### src/rtl/stp16_receiver.sv
// Purpose : recovers frames shifted into a cascaded STP16 LED-driver chain by
//           oversampling the pin-level shift clock, data, latch and output-enable.
// Latency : o_valid registers on the 3rd osc_clk rising edge after the LE pin rises.
// Backpres: a frame is held until o_valid && i_ready. A newer latch overwrites it
//           and pulses o_overrun.
//
// Ports:
//   reset          async active-high reset
//   osc_clk        sampling clock; all state is clocked on its rising edge
//   stp16_clk      serial shift clock pin (asynchronous)
//   stp16_sdi      serial data pin (asynchronous)
//   stp16_le       latch-enable pin (asynchronous)
//   stp16_noe      active-low output-enable pin (asynchronous)
//   o_valid        a captured frame is available
//   i_ready        the consumer accepts the frame
//   o_data         the captured frame; the first serial bit is in o_data[width-1]
//   o_enable       synchronized, inverted stp16_noe
//   o_overrun      one-cycle pulse when an unaccepted frame is overwritten
//   o_frame_error  one-cycle pulse when a latch sees a bit count other than width
//
// Build option: define STP16_RECEIVER_BITCOUNT_CHECK_EN to reject latches whose
// bit count is not width. In that case o_frame_error pulses and o_data/o_valid
// are not updated. Without the define every latch is delivered and
// o_frame_error is tied to 0.

module stp16_receiver #(
  parameter int width = 64
) (
  input  logic             reset,
  input  logic             osc_clk,
  input  logic             stp16_clk,
  input  logic             stp16_sdi,
  input  logic             stp16_le,
  input  logic             stp16_noe,
  output logic             o_valid,
  input  logic             i_ready,
  output logic [width-1:0] o_data,
  output logic             o_enable,
  output logic             o_overrun,
  output logic             o_frame_error
);

  // The counter has to reach width+1 so that an over-long frame stays distinct
  // from an exact one.
  localparam int CW = $clog2(width + 2);

  // Two-flop synchronizers; bit [1] is the synchronized value.
  logic [1:0] clk_sync_q;
  logic [1:0] sdi_sync_q;
  logic [1:0] le_sync_q;
  // noe is stored inverted in both stages. With all flops resetting to 0,
  // o_enable is then 0 during reset and never glitches high after release
  // while the pin is high.
  logic [1:0] en_sync_q;

  logic       clk_prev_q;
  logic       le_prev_q;

  // Edge detection stays disarmed for three cycles after reset. During that
  // time the synchronizers and the previous-value flops fill with the real pin
  // levels, so a pin that is already high at release is not seen as a rising edge.
  logic [1:0] arm_q;
  logic       armed;

  logic             clk_rise;
  logic             le_rise;
  logic             accept;
  logic             deliver;

  logic [width-1:0] shift_q, shift_d;
  logic [width-1:0] data_q, data_d;
  logic [CW-1:0]    cnt_q, cnt_d;
  logic             valid_q, valid_d;
  logic             overrun_q, overrun_d;

  always_ff @(posedge osc_clk or posedge reset) begin
    if (reset) begin
      clk_sync_q <= '0;
      sdi_sync_q <= '0;
      le_sync_q  <= '0;
      en_sync_q  <= '0;
      clk_prev_q <= 1'b0;
      le_prev_q  <= 1'b0;
      arm_q      <= '0;
    end else begin
      clk_sync_q <= {clk_sync_q[0], stp16_clk};
      sdi_sync_q <= {sdi_sync_q[0], stp16_sdi};
      le_sync_q  <= {le_sync_q[0], stp16_le};
      en_sync_q  <= {en_sync_q[0], ~stp16_noe};
      clk_prev_q <= clk_sync_q[1];
      le_prev_q  <= le_sync_q[1];
      if (arm_q != 2'd3) arm_q <= arm_q + 2'd1;
    end
  end

  assign armed    = (arm_q == 2'd3);
  assign clk_rise = armed & clk_sync_q[1] & ~clk_prev_q;
  assign le_rise  = armed & le_sync_q[1] & ~le_prev_q;
  assign accept   = valid_q & i_ready;

  // Shift and count. When a shift and a latch land in the same cycle, the
  // latch sees the post-shift register and the count includes that bit.
  always_comb begin
    shift_d = shift_q;
    cnt_d   = cnt_q;
    if (clk_rise) begin
      shift_d = {shift_q[width-2:0], sdi_sync_q[1]};
      if (cnt_q != CW'(width + 1)) cnt_d = cnt_q + CW'(1);
    end
    if (le_rise) cnt_d = '0;
  end

`ifdef STP16_RECEIVER_BITCOUNT_CHECK_EN
  logic frame_ok;
  logic frame_error_q;

  // The post-shift count is checked, so a bit that coincides with the latch
  // is counted.
  always_comb begin
    frame_ok = 1'b0;
    if (clk_rise) frame_ok = ((cnt_q + CW'(1)) == CW'(width));
    else          frame_ok = (cnt_q == CW'(width));
  end

  assign deliver = le_rise & frame_ok;

  always_ff @(posedge osc_clk or posedge reset) begin
    if (reset) frame_error_q <= 1'b0;
    else       frame_error_q <= le_rise & ~frame_ok;
  end

  assign o_frame_error = frame_error_q;
`else
  assign deliver       = le_rise;
  assign o_frame_error = 1'b0;
`endif

  // Output holding register. A delivery in the same cycle as an accepting
  // handshake replaces the accepted frame, so that case is not an overrun.
  always_comb begin
    valid_d   = valid_q;
    data_d    = data_q;
    overrun_d = 1'b0;
    if (accept) valid_d = 1'b0;
    if (deliver) begin
      data_d    = shift_d;
      valid_d   = 1'b1;
      overrun_d = valid_q & ~i_ready;
    end
  end

  always_ff @(posedge osc_clk or posedge reset) begin
    if (reset) begin
      shift_q   <= '0;
      cnt_q     <= '0;
      data_q    <= '0;
      valid_q   <= 1'b0;
      overrun_q <= 1'b0;
    end else begin
      shift_q   <= shift_d;
      cnt_q     <= cnt_d;
      data_q    <= data_d;
      valid_q   <= valid_d;
      overrun_q <= overrun_d;
    end
  end

  assign o_valid   = valid_q;
  assign o_data    = data_q;
  assign o_overrun = overrun_q;
  assign o_enable  = en_sync_q[1];

endmodule

### config.mk
export PLATFORM = sky130hd
export DESIGN_NAME = stp16_receiver
export DESIGN_NICKNAME = d
export VERILOG_FILES = /design/src/rtl/stp16_receiver.sv
export SDC_FILE = /design/constraint.sdc
export NUM_CORES = 1
export LEC_CHECK = 0
export BUFFER_PORTS_ARGS = -buffer_cell sky130_fd_sc_hd__buf_2
export CAP_MARGIN = 20
export CELL_PAD_IN_SITES_DETAIL_PLACEMENT = 1
export CELL_PAD_IN_SITES_GLOBAL_PLACEMENT = 1
export CORE_ASPECT_RATIO = 0.8
export CORE_UTILIZATION = 49
export CTS_BUF_LIST = sky130_fd_sc_hd__clkbuf_8
export CTS_CLUSTER_DIAMETER = 40
export DETAILED_ROUTE_END_ITERATION = 10
export PLACE_DENSITY_LB_ADDON = 0.1
export SYNTH_ARGS = -nofsm -noshare
export SYNTH_HDL_FRONTEND = slang
export SYNTH_SLANG_ARGS = --single-unit
### constraint.sdc
create_clock -name osc_clk -period 8.02 [get_ports osc_clk]
set_clock_uncertainty 0.2 [all_clocks]
set_input_delay 0.401 -clock osc_clk [delete_from_list [all_inputs] [get_ports osc_clk]]
set_output_delay 0.401 -clock osc_clk [all_outputs]
set_load 0.005 [all_outputs]
# Word-level counts from Yosys, hierarchy flattened
# Index checks and enable logic that the tools add are counted.
[op_classes] addsub=1 n_eq_ne=2 mux=4 bitwise_logic=10 reduce_logical=1
[op_table] operator="$mux W64" count=1
[op_table] operator="$and A1 B1 Y1" count=6
[op_table] operator="$not A1 Y1" count=4
[op_table] operator="$mux W1" count=3
[op_table] operator="$add A2 B1 Y2 const B" count=1
[op_table] operator="$eq A2 B2 Y1 const B" count=1
[op_table] operator="$ne A2 B2 Y1 const B" count=1
[op_table] operator="$reduce_bool A2 Y1" count=1
[word_totals] register_bits=142 wordCells=29

# Longest topological paths before layout
# Gate-level depths: netlist (run 1).
[depth] word_depth=4 ltp_mapped=6 mapped_depth_nobuf=4

# Least setup slack after synthesis (run 1)
# No wires, ideal clock.
[synth_path] kind="reg-to-reg" start="reg arm_q[0]" end="reg data_q[23] (netlist: o_data[23])" setup_ns=0.082 arrival_time_ns=1.374 required_time_ns=7.738 setup_slack_ns=6.364 path_stages_with_launch=7 n_path_buf=2 synth_period_minus_slack_ns=1.656 path_cell_list="dfrtp_1 ha_1 nand3b_1 buf_4 clkbuf_1 nand2_1 a31oi_1"
[synth_between] elab_chain_cells=4 elab_cells_between_ends=6 classes_between="1 x eq/ne; 1 x mux; 4 x bitwise"
[synth_lines] item="start: declaration" line="62" source="logic [1:0] arm_q;"
[synth_lines] item="start signal: assignment" line="92" source="if (arm_q != 2'd3) arm_q <= arm_q + 2'd1;"
[synth_lines] item="$eq A2 B2 Y1 (*)" line="96" source="assign armed = (arm_q == 2'd3);"
[synth_lines] item="$and A1 B1 Y1 (2 in series)" line="97" source="assign clk_rise = armed & clk_sync_q[1] & ~clk_prev_q;"
[synth_lines] item="$mux W64" line="106" source="if (clk_rise) begin"
[synth_lines] item="end signal: assignment" line="162" source="data_q <= data_d;"
[synth_lines] item="end: declaration" line="71" source="logic [width-1:0] data_q, data_d;"
# Every way passes the cells marked *; elsewhere a longest branch is shown, timed or not.
# A chain may end at the register's enable or synchronous reset.

# Worst setup path in the final report (run 1)
[layout_path] start="reg arm_q[0]" end="reg data_q[60] (netlist: o_data[60])"
# Same word-level chain as after synthesis.

==> load_flow_metrics.sql, run 1 <==
INSERT INTO impl_metrics (metric_group, metric, value, unit) VALUES
('run_status', 'run_status', 'complete, no violations', ''),
('synthesis', 'synth_seq_cells', '142', ''),
('finish', 'antenna_cells', '0', ''),
('power_and_ir_drop', 'vdd.ir_drop.worst', '0.184', 'mV'),
('setup_path', 'worst_ep_arrival_time', '2.79', 'ns'),
('clock_tree', 'cts.repair_timing.setup_buffer_count', '0', ''),
('setup_path', 'timing_worst_setup_path_type', 'reg -> reg', ''),
('clock_tree', 'post_cts_resize_count', '0', ''),
('hold_path', 'timing.hold.worst.class', 'reg -> reg', ''),
('sta', 'total_count_of_hold_check_failures_in_the_final_report', '0', ''),
('synthesis', 'syn_area_per_cell', '10.3', 'um^2'),
('power_and_ir_drop', 'share_seq_of_total_power', '0.487', ''),
('clock_tree', 'worst_setup_hold_path_clk_slew', '0.08', 'ns'),
('floorplanning', 'die_width', '117', 'um'),
('sta', 'setup_tns', '0', 'ns'),
('global_routing', 'grt_util_met1', '0.288', ''),
('clock_tree', 'maximum_root_to_sink_buffer_count', '2', ''),
('power_and_ir_drop', 'power_switching_share', '0.236', ''),
('setup_path', 'critPathMaxFanout', '95', ''),
('power_and_ir_drop', 'p_sw', '0.391', 'mW'),
('placed_design', 'dp.cells', '692', ''),
('synthesis', 'yosys.area.top_type', 'dfrtp_1', ''),
('sta', 'slew_headroom', '0.377', ''),
('finish', 'fillers', '1144', ''),
('finish', 'post_route_cells_drive_above_1_share', '0.191', ''),
('power_and_ir_drop', 'intPower', '1.27', 'mW'),
('clock_tree', 'cts-htree-levels', '4', ''),
('global_routing', 'global_route.peak_usage_layer', 'met2', ''),
('finish', 'final_cell_mix', 'nand2_1 (193), dfrtp_1 (142), buf_2 (73), nor2_1 (65), a31oi_1 (64)', ''),
('sta', 'min_period', '2.62', 'ns'),
('sta', 'rsz0062_at_grt', 'false', ''),
('synthesis', 'synthDominantCellAreaShare', '0.684', ''),
('global_routing', 'grtUsageMet2', '0.379', ''),
('floorplanning', 'die-height', '94.1', 'um'),
('finish', 'areaGrowthSynthToFinish', '18.4', '%'),
('synthesis', 'yosysUniqueCellTypes', '16', ''),
('global_routing', 'grt_pass1_wl', '19200', 'um'),
('floorplanning', 'coreArea', '10300', 'um^2'),
('power_and_ir_drop', 'power.density', '269', 'nW/um^2'),
('sta', 'final_min_period_over_clock_period', '0.327', ''),
('floorplanning', 'rows', '33', ''),
('sta', 'maxClockFrequency', '381', 'MHz'),
('sta', 'transition_time_at_the_pin_with_the_least_slew_margin', '0.934', 'ns'),
('global_routing', 'first_global_vias', '3975', ''),
('detailed_routing', 'first_pass_iters', '4', ''),
('clock_tree', 'clock_latency', '0.45', 'ns'),
('synthesis', 'synthesis.nets', '512', ''),
('clock_tree', 'cts-buffers-inserted', '17', ''),
('global_routing', 'grt_antenna_before_repair', '0', ''),
('synthesis', 'synth-seq-area-share', '0.684', ''),
('placed_design', 'place_hpwl', '6620', 'um'),
('power_and_ir_drop', 'leakage', '3.22', 'nW'),
('sta', 'setup_viol', '0', ''),
('detailed_routing', 'drt-wirelength-per-cell', '15.6', 'um'),
('global_routing', 'grt_util_all_layers', '0.235', ''),
('clock_tree', 'clock_tree.root_cell', 'clkbuf_8', ''),
('detailed_routing', 'detail_route.drc_violations', '0', ''),
('sta', 'timing.final.max_slew_violations', '0', ''),
('placed_design', 'gp_congestion', '0.704', ''),
('synthesis', 'post_synth_inst_count', '504', ''),
('synthesis', 'ys_warn_count', '0', ''),
('floorplanning', 'floorplan.die_area', '11000', 'um^2'),
('power_and_ir_drop', 'overall_power_consumption', '1.66', 'mW'),
('power_and_ir_drop', 'pwr-share-clk', '0.419', ''),
('power_and_ir_drop', 'power.combinational.fraction', '0.094', ''),
('placed_design', 'buffer_ports.inserted', '73', ''),
('detailed_routing', 'wl', '11400', 'um'),
('clock_tree', 'clock-sinks', '142', ''),
('floorplanning', 'start_util', '0.506', ''),
('global_routing', 'globalRoute.totalOverflow', '0', ''),
('sta', 'whs', '0.152', 'ns');
through the flow:
step | cell area (um^2) | utilization | setup slack [ns]
2_1_floorplan | 5200 | - | 3.61
3_5_place_dp | 5590 | 0.543 | 5.44
5_1_grt | 6160 | 0.599 | 5.21
4_1_cts | 6130 | 0.596 | 5.41
6_report | 6160 | 0.599 | 5.40
3_3_place_gp | 5590 | 0.543 | 5.60
registers in the layout (all words and copies together), names as in the netlist:
register	count
o_valid	1
clk_prev_q	1
le_prev_q	1
clk_sync_q	2
o_overrun	1
arm_q	2
sdi_sync_q	2
en_sync_q	2
o_data	64
shift_q	64
le_sync_q	2
cells in the mapped netlist:
cell type	n
ha_1	1
and3b_1	2
buf_2	17
conb_1	1
a31oi_1	64
nand2_1	193
buf_4	5
nand2b_1	1
buf_6	6
mux2_2	1
dfrtp_1	142
xnor2_1	1
nand3b_1	2
nor2_1	65
clkbuf_1	1
inv_1	2
cells by family after synthesis:
logic type / synth area share
AO/OA/AOI/OAI: 0.0770
XOR/XNOR: 0.00169
adder cells (fa/ha/maj): 0.00241
buffers and inverters: 0.0387
flip-flops: 0.684
multiplexers: 0.00217
other: 0.000721
AND/OR/NAND/NOR: 0.194
area by class of cell:
type,count,area (um^2),share of cell area
Sequential cell,142,3550,0.577
Multi-Input combinational cell,331,1450,0.235
Timing Repair Buffer,84,483,0.0785
Clock inverter,15,249,0.0404
Clock buffer,17,234,0.0380
Tap cell,140,175,0.0285
Inverter,2,12.5,0.00203
worst paths after layout:
check	from	to	slack, ns	depth (start not counted)
min reg2reg	sdi_sync_q[0]$_DFF_PP0_	sdi_sync_q[1]$_DFF_PP0_	0.15	0
min in group asynchronous	reset	o_data[29]$_DFFE_PP0P_	0.35	3
max in group asynchronous	reset	o_data[46]$_DFFE_PP0P_	6.26	5
max	arm_q[0]$_DFFE_PP0P_	o_data[60]$_DFFE_PP0P_	5.40	5
max reg2reg	arm_q[0]$_DFFE_PP0P_	o_data[60]$_DFFE_PP0P_	5.40	5
min	sdi_sync_q[0]$_DFF_PP0_	sdi_sync_q[1]$_DFF_PP0_	0.15	0
worst max-delay path, cell delays in order (launching register included):
cell and delay [ns]:
dfrtp_1 0.37, ha_1 0.29, and3b_4 0.50, buf_4 0.78, nor2_1 0.14, a31oi_1 0.18
per-layer routing:
layer | vias up | part of all wire | wire [um]
li1 | 1790 | - | -
met4 | 0 | 0.021 | 241
met3 | 21 | 0.039 | 447
met2 | 66 | 0.49 | 5610
met5 | - | 0 | 0
met1 | 1869 | 0.45 | 5130
power groups by stage:
| stage | Clock [mW] | Combinational [mW] | Sequential, mW |
|---|---|---|---|
| final | 0.695 | 0.155 | 0.808 |
| after global routing | 0.737 | 0.179 | 0.816 |
| after CTS | 0.706 | 0.157 | 0.809 |
| after detailed placement | 0 | 0.153 | 0.823 |
| after global placement | 0 | 0.147 | 0.820 |
| after floorplan | 0 | 0.0860 | 0.821 |
Power figures use the tool's default switching activity.
==> run 2, diff against run 1 <==
--- a/config.mk
+++ b/config.mk
@@ -10,7 +10,7 @@
 export CELL_PAD_IN_SITES_DETAIL_PLACEMENT = 1
 export CELL_PAD_IN_SITES_GLOBAL_PLACEMENT = 1
 export CORE_ASPECT_RATIO = 0.8
-export CORE_UTILIZATION = 49
+export CORE_UTILIZATION = 41
 export CTS_BUF_LIST = sky130_fd_sc_hd__clkbuf_8
 export CTS_CLUSTER_DIAMETER = 40
 export DETAILED_ROUTE_END_ITERATION = 10
==> constraint.sdc (replaced) <==
create_clock -name osc_clk -period 2.4 [get_ports osc_clk]
set_clock_uncertainty 0.2 [all_clocks]
set_input_delay 0.12 -clock osc_clk [delete_from_list [all_inputs] [get_ports osc_clk]]
set_output_delay 0.12 -clock osc_clk [all_outputs]
set_load 0.005 [all_outputs]
==> load_flow_metrics.sql, run 2 (synthesis results as in run 1) <==
INSERT INTO impl_metrics (metric_group, metric, value, unit) VALUES
('run_status', 'run_status', 'complete, no violations', ''),
('finish', 'final_common_cell', 'nand2_1', ''),
('power_and_ir_drop', 'leakage', '3.17', 'nW'),
('floorplanning', 'die-height', '103', 'um'),
('floorplanning', 'start_util', '0.424', ''),
('sta', 'rsz0062_at_grt', 'false', ''),
('setup_path', 'critPathMaxFanout', '40', ''),
('finish', 'fin_area', '6070', 'um^2'),
('clock_tree', 'clock_latency', '0.43', 'ns'),
('detailed_routing', 'drt-wirelength-per-cell', '13.9', 'um'),
('sta', 'timing.final.max_slew_violations', '0', ''),
('global_routing', 'grt_util_all_layers', '0.178', ''),
('setup_path', 'setup.worst_path.end_class', 'flip-flop', ''),
('clock_tree', 'cts.repair_timing.setup_buffer_count', '0', ''),
('floorplanning', 'rows', '36', ''),
('sta', 'final_min_period_over_clock_period', '0.796', ''),
('setup_path', 'worst_r2r_startpoint', 'arm_q[0]$_DFFE_PP0P_', ''),
('detailed_routing', 'dr_total_vias', '3689', ''),
('sta', 'setup_tns', '0', 'ns'),
('sta', 'transition_time_at_the_pin_with_the_least_slew_margin', '0.742', 'ns'),
('detailed_routing', 'wl', '10500', 'um'),
('clock_tree', 'clock_tree.root_cell', 'clkbuf_8', ''),
('clock_tree', 'worst_setup_hold_path_clk_slew', '0.07', 'ns'),
('floorplanning', 'coreArea', '12300', 'um^2'),
('sta', 'setup_viol', '0', ''),
('sta', 'total_count_of_hold_check_failures_in_the_final_report', '0', ''),
('finish', 'finish.net_count', '588', ''),
('power_and_ir_drop', 'power.density', '798', 'nW/um^2'),
('global_routing', 'globalRoute.totalOverflow', '0', ''),
('floorplanning', 'floorplan.io_pins', '75', ''),
('global_routing', 'grt_pass1_wl', '17900', 'um'),
('clock_tree', 'clock-sinks', '142', ''),
('setup_path', 'type_of_element_launching_the_critical_path', 'flip-flop', ''),
('global_routing', 'grt_antenna_before_repair', '0', ''),
('placed_design', 'dpl-instance-area', '5680', 'um^2'),
('sta', 'worst_slack', '0.490', 'ns'),
('clock_tree', 'cts_tree', 'done', ''),
('detailed_routing', 'post_drt_via_cell_ratio', '4.85', ''),
('detailed_routing', 'first_pass_iters', '4', ''),
('detailed_routing', 'route.antenna.remaining_nets', '0', ''),
('floorplanning', 'floorplan.die_area', '13100', 'um^2'),
('finish', 'areaGrowthSynthToFinish', '16.7', '%'),
('setup_path', 'critical_path_required', '2.54', 'ns'),
('clock_tree', 'maximum_root_to_sink_buffer_count', '2', ''),
('setup_path', 'timing_worst_setup_path_type', 'reg -> reg', ''),
('sta', 'slew_headroom', '0.505', ''),
('placed_design', 'buffer_ports.inserted', '73', ''),
('finish', 'final_cell_mix', 'nand2_1 (193), dfrtp_1 (142), buf_2 (73), nor2_1 (65), a31oi_1 (64)', ''),
('placed_design', 'place_hpwl', '6470', 'um'),
('detailed_routing', 'detail_route.drc_violations', '0', ''),
('floorplanning', 'die_width', '128', 'um'),
('clock_tree', 'post_cts_resize_count', '0', ''),
('sta', 'min_period', '1.91', 'ns'),
('clock_tree', 'cts-htree-levels', '4', ''),
('clock_tree', 'cts-buffers-inserted', '17', ''),
('detailed_routing', 'detail_route.iter0.violations', '167', ''),
('setup_path', 'worst_setup_path_startpoint', 'arm_q[0]$_DFFE_PP0P_', ''),
('finish', 'antenna_cells', '0', ''),
('finish', 'post_route_cells_drive_above_1_share', '0.178', ''),
('global_routing', 'grt_start_max_net_pins', '143', ''),
('flow_run', 'cap_viol_max_count', '0', ''),
('sta', 'maxClockFrequency', '524', 'MHz'),
('clock_tree', 'cts_hold_buffers', '6', ''),
('placed_design', 'preCtsSetupSlack', '0.496', 'ns'),
('global_routing', 'first_global_vias', '3725', ''),
('hold_path', 'worstHoldStart', 'stp16_le', ''),
('power_and_ir_drop', 'vdd.ir_drop.worst', '0.479', 'mV'),
('setup_path', 'worst_ep_arrival_time', '2.05', 'ns'),
('hold_path', 'timing.hold.worst.class', 'in -> reg', ''),
('placed_design', 'gp_congestion', '0.689', '');
## run 2: cell types whose count changed in the layout (fill, tap and decap cells not counted), moves of 2 or more
cell       change
bufinv_16      -6
inv_1          +6
buf_12         +3
clkbuf_8       +2
clkinv_2       -6
## run 2: final timing paths
path                       slack (ns)  cells after the start                       to
setup reg to reg                 0.49                      5   o_data[12]$_DFFE_PP0P_
setup / recovery                 0.49                      5   o_data[12]$_DFFE_PP0P_
max in group asynchronous        1.18                      4    shift_q[44]$_DFF_PP0_
hold / removal                   0.14                      2   le_sync_q[0]$_DFF_PP0_
min in group asynchronous        0.26                      4    o_data[9]$_DFFE_PP0P_
hold reg to reg                  0.15                      0  clk_sync_q[1]$_DFF_PP0_
## run 2: stage by stage
stage	std cells	hold WS, ns	utilization	total power [mW]
floorplan	504	-0.0486	-	3.03
global placement	726	0.0302	0.464	3.25
detailed placement	726	0.0310	0.464	3.27
CTS	760	0.110	0.495	4.93
global route	760	0.110	0.495	5.12
finish	760	0.142	0.495	4.84
## run 2: critical path, stage by stage, from the launching register on
cell and delay (ns):
dfrtp_1 0.37, ha_1 0.28, and3b_2 0.23, buf_4 0.39
nand2_1 0.14, a31oi_1 0.20
## run 2: layout make-up
class                           instances  area, um^2
Fill cell                            1420        6190
Clock buffer                           19         262
Sequential cell                       142        3550
Inverter                                2        11.3
Clock inverter                          9        61.3
Multi-Input combinational cell        331        1450
Tap cell                              171         214
Timing Repair Buffer                   86         515
## run 2: metal layers
metal  share of wire  routed length [um]  global-route usage
met5               0                   0                   0
met4           0.011                 119              0.0751
met3           0.039                 407              0.0529
met2            0.47                5000               0.281
met1            0.48                5010               0.231
## run 2: report_power, final
| group | switching (mW) | internal, mW |
|---|---|---|
| registers | 0.108 | 2.59 |
| logic | 0.295 | 0.219 |
| clock network | 0.803 | 0.822 |
| total | 1.21 | 3.63 |
==> run 3, diff against run 2 <==
==> constraint.sdc (replaced) <==
create_clock -name osc_clk -period 1.75 [get_ports osc_clk]
set_clock_uncertainty 0.2 [all_clocks]
set_input_delay 0.0875 -clock osc_clk [delete_from_list [all_inputs] [get_ports osc_clk]]
set_output_delay 0.0875 -clock osc_clk [all_outputs]
set_load 0.005 [all_outputs]
==> load_flow_metrics.sql, run 3 (synthesis results as in run 1) <==
INSERT INTO impl_metrics (metric_group, metric, value, unit) VALUES
('run_status', 'run_status', 'complete, no violations', ''),
('power_and_ir_drop', 'overall_power_consumption', '6.98', 'mW'),
('detailed_routing', 'drt-wirelength-per-cell', '14.9', 'um'),
('clock_tree', 'cts_tree', 'done', ''),
('setup_path', 'worst_ep_arrival_time', '1.85', 'ns'),
('sta', 'final_min_period_over_clock_period', '0.960', ''),
('sta', 'rsz0062_at_grt', 'true', ''),
('hold_path', 'timing.hold.worst.class', 'in -> async', ''),
('floorplanning', 'coreArea', '12300', 'um^2'),
('finish', 'final_common_cell', 'nand2_1', ''),
('finish', 'final_cell_mix', 'nand2_1 (192), dfrtp_1 (142), buf_2 (73), nor2_1 (65), a31oi_1 (64)', ''),
('sta', 'transition_time_at_the_pin_with_the_least_slew_margin', '0.569', 'ns'),
('placed_design', 'gp_congestion', '0.706', ''),
('clock_tree', 'clock_latency', '0.45', 'ns'),
('detailed_routing', 'wl', '11500', 'um'),
('clock_tree', 'maximum_root_to_sink_buffer_count', '2', ''),
('placed_design', 'buffer_ports.inserted', '73', ''),
('global_routing', 'grt_antenna_before_repair', '0', ''),
('setup_path', 'crit_path_cell_trace', 'ha_4 > and3b_4 > clkbuf_16 > nand2_1 > a31oi_1', ''),
('setup_path', 'worst_r2r_startpoint', 'arm_q[1]$_DFFE_PP0P_', ''),
('clock_tree', 'clock_tree.root_cell', 'clkbuf_8', ''),
('setup_path', 'worst-path-buf-inv', '1', ''),
('sta', 'min_period', '1.68', 'ns'),
('clock_tree', 'cts-buffers-inserted', '17', ''),
('setup_path', 'critPathMaxFanout', '18', ''),
('detailed_routing', 'dr_total_vias', '3776', ''),
('flow_run', 'cap_viol_max_count', '0', ''),
('global_routing', 'globalRoute.totalOverflow', '0', ''),
('floorplanning', 'die_width', '128', 'um'),
('clock_tree', 'cts-htree-levels', '4', ''),
('setup_path', 'type_of_element_launching_the_critical_path', 'flip-flop', ''),
('finish', 'multi_input_area', '1470', 'um^2'),
('sta', 'whs', '0.0442', 'ns'),
('detailed_routing', 'route.antenna.remaining_nets', '0', ''),
('setup_path', 'critical_path_required', '1.92', 'ns'),
('floorplanning', 'floorplan.io_pins', '75', ''),
('clock_tree', 'worst_setup_hold_path_clk_slew', '0.08', 'ns'),
('setup_path', 'setup.worst_path.end_class', 'flip-flop', ''),
('finish', 'areaGrowthSynthToFinish', '22.2', '%'),
('power_and_ir_drop', 'vdd.ir_drop.worst', '0.605', 'mV'),
('finish', 'antenna_cells', '0', ''),
('placed_design', 'dpl-instance-area', '5810', 'um^2'),
('detailed_routing', 'detail_route.iter0.violations', '176', ''),
('setup_path', 'critPathTopFamily', 'simple AND/OR/NAND/NOR gates', ''),
('setup_path', 'timing_worst_setup_path_type', 'reg -> reg', ''),
('finish', 'instances_no_fill', '773', ''),
('finish', 'fillers', '1401', ''),
('setup_path', 'crit_path_top_delay_cell', 'dfrtp_1', ''),
('power_and_ir_drop', 'leakage', '3.28', 'nW'),
('finish', 'layout_utilization', '0.518', ''),
('power_and_ir_drop', 'power.density', '1100', 'nW/um^2'),
('placed_design', 'dp.cells', '731', ''),
('global_routing', 'grt_start_max_net_pins', '48', ''),
('global_routing', 'first_global_vias', '3916', ''),
('sta', 'timing.final.max_slew_violations', '0', ''),
('detailed_routing', 'post_drt_via_cell_ratio', '4.88', ''),
('floorplanning', 'floorplan.die_area', '13100', 'um^2'),
('finish', 'final-seq-area', '3550', 'um^2'),
('sta', 'maxClockFrequency', '595', 'MHz'),
('detailed_routing', 'detail_route.drc_violations', '0', ''),
('floorplanning', 'die-height', '103', 'um'),
('setup_path', 'worst_setup_path_startpoint', 'arm_q[1]$_DFFE_PP0P_', ''),
('global_routing', 'grt_util_all_layers', '0.187', ''),
('setup_path', 'cpPeakStageDelay', '0.39', 'ns'),
('global_routing', 'grt_pass1_wl', '18500', 'um'),
('sta', 'slew_headroom', '0.620', ''),
('finish', 'post_route_cells_drive_above_1_share', '0.206', ''),
('finish', 'fin_area', '6350', 'um^2'),
('finish', 'finish.net_count', '597', ''),
('sta', 'setup_viol', '0', ''),
('detailed_routing', 'first_pass_iters', '4', ''),
('floorplanning', 'rows', '36', ''),
('sta', 'total_count_of_hold_check_failures_in_the_final_report', '0', ''),
('floorplanning', 'start_util', '0.424', ''),
('clock_tree', 'clock-sinks', '142', ''),
('placed_design', 'place_hpwl', '7030', 'um');
run 3: cell count changes in the layout (fill, tap and decap cells not counted), sizes merged:
cell / previous run / this run
clkbuf: 19 / 26
buf: 80 / 86
inv: 8 / 4
clkinv: 1 / 5
run 3: per-layer routing:
layer | global-route usage | wire [um]
met4 | 0.0796 | 199
met1 | 0.233 | 5260
met3 | 0.0612 | 487
met2 | 0.301 | 5550
met5 | 0 | 0
run 3: repair_timing:
item | in CTS | in global routing
pin swaps | 0 | 6
endpoints found under the setup margin | 24 | 41
cloned | 0 | 3
hold buffers | 6 | 0
gates resized for setup | 1 | 3
endpoints found under the hold margin | 148 | 0
setup buffers | 0 | 1
run 3: final timing paths:
| path | to | slack [ns] | cells past startpoint |
|---|---|---|---|
| max | o_data[46]$_DFFE_PP0P_ | 0.07 | 5 |
| min | shift_q[12]$_DFF_PP0_ | 0.04 | 3 |
| max reg2reg | o_data[46]$_DFFE_PP0P_ | 0.07 | 5 |
| min reg2reg | clk_sync_q[1]$_DFF_PP0_ | 0.16 | 0 |
| max in group asynchronous | shift_q[1]$_DFF_PP0_ | 0.70 | 4 |
| min in group osc_clk | le_sync_q[0]$_DFF_PP0_ | 0.08 | 2 |
run 3: worst register-to-register path: cells and delay by family (launching register included):
kind / cells / cell delay [ns]
AO/OA/AOI/OAI: 1 / 0.17
buffers and inverters: 1 / 0.23
flip-flops: 1 / 0.39
adder cells (fa/ha/maj): 1 / 0.19
AND/OR/NAND/NOR: 2 / 0.42
run 3: metrics by stage:
step / setup TNS (ns) / worst slack, ns
floorplan: -44.67 / -0.315
global placement: 0 / 0.0819
detailed placement: -0.128 / -0.0384
CTS: 0 / 0.00995
global route: -0.0682 / -0.0264
finish: 0 / 0.0693
run 3: layout make-up:
class | count | area share
Clock inverter | 9 | 0.0104
Inverter | 2 | 0.00177
Tap cell | 171 | 0.0337
Multi-Input combinational cell | 331 | 0.231
Clock buffer | 23 | 0.0498
Sequential cell | 142 | 0.559
Timing Repair Buffer | 95 | 0.114
run 3: report_power, final:
part,internal [mW],switching (mW),total [mW]
Sequential,3.55,0.150,3.71
Combinational,0.346,0.419,0.765
Clock,1.32,1.19,2.51
